`src/rtl/i2c_rtc_target.sv`:
```
// I2C target that emulates the DS1340 RTC register map: eight byte registers behind a shared,
// auto-incrementing pointer, plus a local update port for an on-chip timekeeper.
module i2c_rtc_target #(
    parameter logic [6:0]  DEV_ADDR = 7'h68,
    parameter int unsigned FILT_LEN = 3
) (
    input  logic       clk,
    input  logic       rst,
    input  logic       i2c_scl_in,
    input  logic       i2c_sda_in,
    output logic       i2c_sda_oe,
    input  logic       upd_en,
    input  logic [2:0] upd_addr,
    input  logic [7:0] upd_data,
    output logic [7:0] rtc_sec,
    output logic [7:0] rtc_min,
    output logic [7:0] rtc_hour,
    output logic [7:0] rtc_week,
    output logic [7:0] rtc_day,
    output logic [7:0] rtc_mon,
    output logic [7:0] rtc_year,
    output logic [7:0] rtc_ctrl,
    output logic       wr_pulse,
    output logic [2:0] wr_addr,
    output logic       busy
);

    localparam int unsigned    CntW   = (FILT_LEN > 1) ? $clog2(FILT_LEN) : 1;
    localparam logic [CntW-1:0] CntMax = CntW'(FILT_LEN - 1);

    typedef enum logic [2:0] {
        StIdle   = 3'd0,
        StAddr   = 3'd1,
        StPtr    = 3'd2,
        StWdata  = 3'd3,
        StRdata  = 3'd4,
        StIgnore = 3'd5
    } state_e;

    // Index 0 is SCL, index 1 is SDA.
    logic [1:0]      sync1;
    logic [1:0]      sync2;
    logic [1:0]      filt;
    logic [1:0]      filt_prev;
    logic [CntW-1:0] fcnt [2];

    state_e     state;
    logic [3:0] bit_cnt;
    logic [7:0] sh;
    logic [2:0] ptr;
    logic [7:0] regs [8];

    logic       scl_f;
    logic       sda_f;
    logic       scl_rise;
    logic       scl_fall;
    logic       start_ev;
    logic       stop_ev;
    logic [7:0] rx_byte;

    // A level is accepted only after FILT_LEN consecutive synchronized samples disagree with it.
    always_ff @(posedge clk or posedge rst) begin
        if (rst) begin
            sync1     <= 2'b11;
            sync2     <= 2'b11;
            filt      <= 2'b11;
            filt_prev <= 2'b11;
            fcnt[0]   <= '0;
            fcnt[1]   <= '0;
        end else begin
            sync1     <= {i2c_sda_in, i2c_scl_in};
            sync2     <= sync1;
            filt_prev <= filt;
            for (int i = 0; i < 2; i++) begin
                if (sync2[i] == filt[i]) begin
                    fcnt[i] <= '0;
                end else if (fcnt[i] == CntMax) begin
                    filt[i] <= sync2[i];
                    fcnt[i] <= '0;
                end else begin
                    fcnt[i] <= fcnt[i] + CntW'(1);
                end
            end
        end
    end

    assign scl_f    = filt[0];
    assign sda_f    = filt[1];
    assign scl_rise = scl_f & ~filt_prev[0];
    assign scl_fall = ~scl_f & filt_prev[0];
    assign start_ev = scl_f & filt_prev[0] & filt_prev[1] & ~sda_f;
    assign stop_ev  = scl_f & filt_prev[0] & ~filt_prev[1] & sda_f;
    assign rx_byte  = {sh[6:0], sda_f};

    always_ff @(posedge clk or posedge rst) begin
        if (rst) begin
            state      <= StIdle;
            bit_cnt    <= 4'd0;
            sh         <= 8'h00;
            ptr        <= 3'd0;
            i2c_sda_oe <= 1'b0;
            busy       <= 1'b0;
            wr_pulse   <= 1'b0;
            wr_addr    <= 3'd0;
            for (int i = 0; i < 8; i++) begin
                regs[i] <= (i == 7) ? 8'h80 : 8'h00;
            end
        end else begin
            wr_pulse <= 1'b0;
            // The I2C commit below is a later assignment, so it wins on a same-address collision.
            if (upd_en) begin
                regs[upd_addr] <= upd_data;
            end
            if (start_ev) begin
                state      <= StAddr;
                bit_cnt    <= 4'd0;
                i2c_sda_oe <= 1'b0;
                busy       <= 1'b1;
            end else if (stop_ev) begin
                state      <= StIdle;
                bit_cnt    <= 4'd0;
                i2c_sda_oe <= 1'b0;
                busy       <= 1'b0;
            end else begin
                case (state)
                    StIdle, StIgnore: begin
                    end
                    StAddr, StPtr, StWdata: begin
                        if (scl_rise) begin
                            if (bit_cnt < 4'd8) begin
                                sh <= rx_byte;
                            end
                            if (bit_cnt < 4'd9) begin
                                bit_cnt <= bit_cnt + 4'd1;
                            end
                            if (bit_cnt == 4'd7 && state == StPtr) begin
                                ptr <= rx_byte[2:0];
                            end
                            if (bit_cnt == 4'd7 && state == StWdata) begin
                                regs[ptr] <= rx_byte;
                                wr_pulse  <= 1'b1;
                                wr_addr   <= ptr;
                                ptr       <= ptr + 3'd1;
                            end
                        end else if (scl_fall) begin
                            if (bit_cnt == 4'd8) begin
                                if (state == StAddr && sh[7:1] != DEV_ADDR) begin
                                    state <= StIgnore;
                                end else begin
                                    i2c_sda_oe <= 1'b1;
                                end
                            end else if (bit_cnt == 4'd9) begin
                                i2c_sda_oe <= 1'b0;
                                bit_cnt    <= 4'd0;
                                if (state == StAddr) begin
                                    if (sh[0]) begin
                                        // Byte snapshot: later updates cannot touch sh.
                                        state      <= StRdata;
                                        sh         <= regs[ptr];
                                        i2c_sda_oe <= ~regs[ptr][7];
                                        ptr        <= ptr + 3'd1;
                                    end else begin
                                        state <= StPtr;
                                    end
                                end else if (state == StPtr) begin
                                    state <= StWdata;
                                end
                            end
                        end
                    end
                    StRdata: begin
                        if (scl_rise) begin
                            if (bit_cnt < 4'd9) begin
                                bit_cnt <= bit_cnt + 4'd1;
                            end
                            if (bit_cnt == 4'd8 && sda_f) begin
                                state      <= StIgnore;
                                i2c_sda_oe <= 1'b0;
                            end
                        end else if (scl_fall) begin
                            if (bit_cnt != 4'd0 && bit_cnt < 4'd8) begin
                                sh         <= {sh[6:0], 1'b0};
                                i2c_sda_oe <= ~sh[6];
                            end else if (bit_cnt == 4'd8) begin
                                i2c_sda_oe <= 1'b0;
                            end else if (bit_cnt == 4'd9) begin
                                bit_cnt    <= 4'd0;
                                sh         <= regs[ptr];
                                i2c_sda_oe <= ~regs[ptr][7];
                                ptr        <= ptr + 3'd1;
                            end
                        end
                    end
                    default: begin
                        state      <= StIdle;
                        i2c_sda_oe <= 1'b0;
                    end
                endcase
            end
        end
    end

    assign rtc_sec  = regs[0];
    assign rtc_min  = regs[1];
    assign rtc_hour = regs[2];
    assign rtc_week = regs[3];
    assign rtc_day  = regs[4];
    assign rtc_mon  = regs[5];
    assign rtc_year = regs[6];
    assign rtc_ctrl = regs[7];

endmodule
```
`config.mk`:
```
export PLATFORM = sky130hd
export DESIGN_NAME = i2c_rtc_target
export DESIGN_NICKNAME = d
export VERILOG_FILES = /design/src/rtl/i2c_rtc_target.sv
export SDC_FILE = /design/constraint.sdc
export NUM_CORES = 1
export LEC_CHECK = 0
export CAP_MARGIN = 20
export CORE_MARGIN = 8
export CORE_UTILIZATION = 35
export DETAILED_ROUTE_END_ITERATION = 7
export GPL_ROUTABILITY_DRIVEN = 0
export PLACE_DENSITY = 0.52
export SLEW_MARGIN = 15
export SYNTH_ARGS = -nofsm -noshare
export SYNTH_HDL_FRONTEND = slang
export SYNTH_SLANG_ARGS = --single-unit
```
`constraint.sdc`:
```
create_clock -name clk -period 4.9 [get_ports clk]
set_clock_uncertainty 0.05 [all_clocks]
set_input_delay 1.47 -clock clk [delete_from_list [all_inputs] [get_ports clk]]
set_output_delay 1.47 -clock clk [all_outputs]
set_load 0.01 [all_outputs]
```
=== Word level (Yosys, flattened, before mapping) ===
Index checks and enable logic that the tools add are counted.

* Bits in registers: 100
* Input port bits: 16
* Output and inout port bits: 70
* Word-level logic and storage cells: 210

* Add/sub/neg operators: 4
* $lt $le $gt $ge: 6
* Equality and inequality tests: 41
* Mux-type cells: 93
* Bitwise gates (word level): 19
* Reductions and logical operators: 23

{| class="wikitable"
|+ Operator list
! operator !! number
|-
| two-way mux 64 bit || 6
|-
| bitwise mux 64 bit || 2
|-
| two-way mux 8 bit || 16
|-
| two-way mux 3 bit || 25
|-
| demux 8 bit (select 3 bit) || 2
|-
| two-way mux 4 bit || 10
|-
| inequality test 5 bit (second input constant) || 7
|-
| inequality test 3 bit (second input constant) || 9
|-
| binary-select mux 8 bit (select 3 bit) || 1
|-
| two-way mux 1 bit || 22
|-
| inequality test 4 bit (second input constant) || 5
|-
| case mux 8 bit (2 select lines) || 1
|-
| AND reduction 8 bit || 2
|-
| inequality test 7 bit (second input constant) || 2
|-
| AND reduction 14 bit || 1
|-
| AND reduction 13 bit || 1
|-
| AND reduction 12 bit || 1
|-
| inequality test 2 bit (second input constant) || 5
|-
| NOT 1 bit || 10
|-
| case mux 3 bit (3 select lines) || 1
|-
| == test 4 bit (second input constant) || 2
|-
| >= comparator 4 bit (second input constant) || 2
|-
| < comparator 4 x 1 -> 1 bit (second input constant) || 2
|-
| < comparator 4 bit (second input constant) || 2
|-
| other kinds (25) || 49
|}

=== Depth between registers and ports, before layout ===
* Depth in word-level cells: 14
* Depth in mapped cells: 9
* Mapped depth without buffers: 7

=== Worst setup path before layout ===
OpenSTA, ideal clock, no wires.

* Kind: input to register
* From: input upd_addr[1]
* To: register regs (netlist bit rtc_hour[0])
* Setup time: 0.126 ns
* Arrival time: 2.577 ns
* Data required time: 4.724 ns
* Path slack: 2.147 ns
* Cell stages on the path: 5
* Path buffers: 2
* Cell sequence: clkbuf_1 > nor3b_1 > buf_1 > mux2i_1 > a21oi_1

* Cells in the longest elaborated chain, start to end: 13
* Elaborated cells between the ends (all ways): 14
* Those cells by class: order compare (2); mux (10); bitwise (1); reduce/logical (1)

{| class="wikitable"
|+ RTL lines
! item !! line !! source
|-
| start, declared || 13 || <nowiki>input logic [2:0] upd_addr,</nowiki>
|-
| NOT 3 -> 4 bit (implied by the code) (*) || 112 || <nowiki>regs[upd_addr] <= upd_data;</nowiki>
|-
| >= comparator 4 bit (implied by the code) / < comparator 4 x 1 -> 1 bit (equally long branches) || 112 ||
|-
| logical AND 1 bit (implied by the code) || 112 ||
|-
| two-way mux 8 bit (implied by the code) || 112 ||
|-
| demux 8 bit (select 3 bit) (*) || 112 ||
|-
| bitwise mux 64 bit (*) || 112 ||
|-
| two-way mux 64 bit (*) || 111 || <nowiki>if (upd_en) begin</nowiki>
|-
| bitwise mux 64 bit || 140 || <nowiki>regs[ptr] <= rx_byte;</nowiki>
|-
| two-way mux 64 bit || 139 || <nowiki>if (bit_cnt == 4'd7 && state == StWdata) begin</nowiki>
|-
| two-way mux 64 bit || 129 || <nowiki>if (scl_rise) begin</nowiki>
|-
| two-way mux 64 bit || 125 || <nowiki>case (state)</nowiki>
|-
| two-way mux 64 bit || 119 || <nowiki>end else if (stop_ev) begin</nowiki>
|-
| two-way mux 64 bit (*) || 114 || <nowiki>if (start_ev) begin</nowiki>
|-
| end signal, assigned by index || 106 || <nowiki>regs[i] <= (i == 7) ? 8'h80 : 8'h00;</nowiki>
|-
| end signal, assigned by index || 112 ||
|-
| end signal, assigned by index || 140 ||
|-
| end, declared || 51 || <nowiki>logic [7:0] regs [8];</nowiki>
|}

Every way passes the cells marked *; elsewhere a longest branch is shown, timed or not.
A chain may end at the register's enable or synchronous reset.

=== Worst setup path in the final report ===
* From: register filt[0]
* To: register regs (netlist bit rtc_ctrl[4])

* Cells in the longest elaborated chain, start to end: 5
* Elaborated cells between the ends (all ways): 10
* Those cells by class: mux (4); bitwise (6)

{| class="wikitable"
|+ RTL lines
! item !! line !! source
|-
| start, declared || 43 || <nowiki>logic [1:0] filt;</nowiki>
|-
| start signal, assigned by index || 78 || <nowiki>filt[i] <= sync2[i];</nowiki>
|-
| AND 1 bit (on tied branches) || 89, 91, 92 ||
|-
| two-way mux 64 bit / AND 1 bit (equally long branches) || 129, 92 ||
|-
| two-way mux 64 bit / AND 1 bit (equally long branches) || 125, 92 ||
|-
| two-way mux 64 bit || 119 ||
|-
| two-way mux 64 bit (*) || 114 ||
|}

Marked as above.

==> flow_metrics.py <==
metrics = {
    "run_status": {
        "outcome": "finished, final reports clean",
    },
    "timing": {
        "timing.final.crit_share_pct": 66.4,
        "fin_tns_setup_ps": 0,
        "maxSlewViolCount": 0,
        "hold_violations": 0,
        "period_needed_ps": 3260,
        "holdWs_ps": 308,
        "grt_setup_unrepaired": "false",
        "max_freq_ghz": 0.307,
        "final-setup-viol-count": 0,
        "slew_headroom_pct": 29.7,
        "tightestPinTransition_ps": 1050,
    },
    "detailed_routing": {
        "vias_per_cell": 5.40,
        "drt-initial-drc-count": 309,
        "drcViolationCount": 0,
        "drtPass1Iterations": 5,
        "drtAntennaViolNets": 0,
        "wl_per_cell_um": 21.0,
        "via_count": 4501,
        "drt-total-wl_um": 17500,
    },
    "power_and_ir_drop": {
        "netSwitchingPower_uw": 1090,
        "p_clk_share_pct": 22.8,
        "ir_worst_vdd_mv": 0.170,
        "power_density_nw_per_um2": 425,
        "total_power_uw": 3000,
        "switching_share_pct": 36.3,
        "p_leak_uw": 0.00305,
        "power_frac_seq_pct": 42.0,
        "power.share.combinational_pct": 35.2,
        "intPower_uw": 1910,
    },
    "floorplanning": {
        "initial_core_util_pct": 35.4,
        "dieWidth_um": 145,
        "die_area_um2": 21100,
        "rows": 47,
        "die_h_um": 145,
        "pin_count": 86,
        "core_area_um2": 16500,
    },
    "final_layout": {
        "fillerInstances": 1605,
        "layout_common_cells": "dfrtp_1, clkdlybuf4s50_1, nor2_1",
        "seq_area_um2": 2510,
        "mostFrequentLayoutCell": "dfrtp_1",
        "diodes": 0,
        "final_util_pct": 42.8,
        "multiInputGateArea_um2": 3010,
        "area_growth_pct": 20.8,
        "layout.nets": 631,
        "final_area_um2": 7050,
        "drive_gt1_share_pct": 13.4,
    },
    "yosys": {
        "async_reset_ff_share_pct": 100,
        "syn_avg_cell_area_um2": 10.6,
        "synth_top_family_by_area": "multiplexers",
        "synth_area_um2": 5830,
        "synth_edf_count": 0,
        "ys_warn_count": 0,
        "synth_simple_gate_area_share_pct": 14.0,
        "yosysSeqAreaShare_pct": 43.1,
        "muxShareOfSynthArea_pct": 21.0,
        "synthTopCellsByArea": "dfrtp_1, mux2i_1, mux4_2",
        "yosysUniqueCellTypes": 69,
        "syn-num-nets": 575,
        "synth_compound_area_share_pct": 14.5,
        "post_synth_fa_ha_maj_area_fraction_pct": 1.50,
        "yosysTopAreaCell": "dfrtp_1",
        "ys.flop_type": "dfrtp_1",
        "synthCells": 552,
        "synthXorXnorAreaFrac_pct": 0.450,
        "synth-seq-cells": 100,
        "synth_top_area_share_pct": 39.0,
    },
    "setup_path": {
        "r2r_slack_ps": 1640,
        "required_ps": 5050,
        "cp_num_buf_inv": 1,
        "crit_chain": "ha_1, inv_1, a2111oi_4, nand4_1, nor2_1, a21oi_1",
        "end_kind": "register",
        "crit_fanout": 16,
        "crit_arrival_ps": 3410,
        "start_kind": "register",
        "ff2ff_path_depth": 6,
        "cp_slowest_cell": "nand4_1",
        "crit_family": "simple AND/OR/NAND/NOR gates",
        "crit_path_max_incr_delay_ps": 710,
        "r2r_start": "filt[0]$_DFFE_PP1P_",
        "r2r_end": "rtc_ctrl[4]$_DFF_PP0_",
        "worstSetupPathType": "reg2reg",
    },
    "place": {
        "io_buffers": 85,
        "hpwlAfterDp_um": 12500,
        "placed_cell_area_um2": 6770,
    },
    "min_path": {
        "hold_start": "sync1[0]$_DFF_PP1_",
        "hold_depth": 0,
        "min_to": "sync2[0]$_DFF_PP1_",
        "hold_class": "reg2reg",
    },
    "cts": {
        "cts.path.max_buffers": 2,
        "cts_resized": 0,
        "cts_buffers": 9,
        "cts_root_buffer": "clkbuf_16",
        "cts_sinks": 100,
        "insertion_delay_ps": 350,
        "hold_buffers": 0,
        "post-cts-setup-buffers": 0,
        "cts_tree": "built",
        "clk_pin_slew_ps": 70,
        "htree_levels": 3,
    },
    "global_route": {
        "antenna_found_initial": 0,
        "grt.busiest_layer": "met2",
        "grt_max_degree": 66,
        "met3_usage_pct": 3.58,
        "grt_pass1_wl_um": 27700,
        "grt_util_met2_pct": 27.7,
        "overflow": 0,
        "grt_pass1_vias": 4685,
        "met1_usage_pct": 21.2,
        "gr-usage-all-layers_pct": 16.7,
    },
    "run": {
        "max_cap_viol_count": 0,
    },
}
-- metrics by stage --
stage / setup WS (ps) / cells
after global placement: 1410 / 817
after global routing: 1360 / 833
after detailed placement: 1380 / 817
final: 1640 / 833
after floorplan: 776 / 552
after CTS: 1640 / 833
-- power groups by stage --
stage / registers, µW / logic [µW] / clock network [µW]
after CTS: 1260 / 1070 / 703
after global placement: 1270 / 1050 / 0
after detailed placement: 1270 / 1070 / 0
after global routing: 1290 / 1140 / 745
final: 1260 / 1060 / 682
after floorplan: 1180 / 659 / 0
-- worst max-delay path by stage --
stage / from / endpoint / slack, ps / depth (start not counted)
2_1_floorplan: rst / bit_cnt[0]$_DFFE_PP0P_ / 780 / 1
3_3_place_gp: upd_addr[0] / rtc_sec[4]$_DFF_PP0_ / 1410 / 5
3_5_place_dp: upd_addr[0] / rtc_sec[0]$_DFF_PP0_ / 1380 / 5
4_1_cts: filt[0]$_DFFE_PP1P_ / rtc_ctrl[4]$_DFF_PP0_ / 1640 / 6
5_1_grt: filt[0]$_DFFE_PP1P_ / rtc_ctrl[1]$_DFF_PP0_ / 1360 / 6
6_report: filt[0]$_DFFE_PP1P_ / rtc_ctrl[4]$_DFF_PP0_ / 1640 / 6
-- cell type report --
class,count,share of cell area (%)
clock buffers,10,3.25
clock inverters,6,0.692
inverters,19,1.05
multi-input cells,386,42.6
flip-flops and latches,100,35.7
well taps,220,3.90
repair buffers,92,12.8
-- sequential cells by signal, summed over array words and instances (netlist names), 3 cells and up --
signal,count
bit_cnt,4
fcnt,4
ptr,3
rtc_ctrl,8
rtc_day,8
rtc_hour,8
rtc_min,8
rtc_mon,8
rtc_sec,8
rtc_week,8
rtc_year,8
sh,8
state,3
wr_addr,3
-- metal layers --
metal | up-vias | share of wire (%)
li1 | 2113 | -
met1 | 2260 | 45
met2 | 109 | 49
met3 | 19 | 4.0
met4 | 0 | 1.8
met5 | - | 0
-- worst reg2reg max path, stage by stage (launching register included) --
cell       delay [ps]
dfstp_2           580
ha_1              540
inv_1             300
a2111oi_4         540
nand4_1           710
nor2_1            320
a21oi_1            70
-- cells in the mapped netlist, types with 3 or more instances --
| cell | count |
|---|---|
| buf_1 | 14 |
| dfstp_2 | 9 |
| and2_1 | 3 |
| nor3b_1 | 3 |
| buf_2 | 12 |
| ha_1 | 7 |
| nor2_1 | 76 |
| o22ai_1 | 7 |
| o21ai_0 | 11 |
| a41oi_1 | 3 |
| o211ai_1 | 3 |
| nor3_1 | 8 |
| nand2_1 | 11 |
| buf_6 | 4 |
| mux2i_1 | 73 |
| mux4_2 | 16 |
| clkbuf_1 | 11 |
| dfrtp_1 | 91 |
| nand3_1 | 4 |
| inv_1 | 19 |
| nor2b_1 | 7 |
| mux2_2 | 4 |
| nand2b_1 | 4 |
| nand3_4 | 3 |
| mux2_1 | 8 |
| buf_4 | 6 |
| nand4b_1 | 6 |
| a21oi_2 | 8 |
| a21oi_1 | 66 |
| nand4_1 | 5 |
-- logic make-up after synthesis --
family                   after synthesis
AND/OR/NAND/NOR                      147
flip-flops                           100
XOR/XNOR                               3
adder cells (fa/ha/maj)                7
buffers and inverters                 66
multiplexers                         101
AO/OA/AOI/OAI                        128
(Power assumes the default switching activity.)
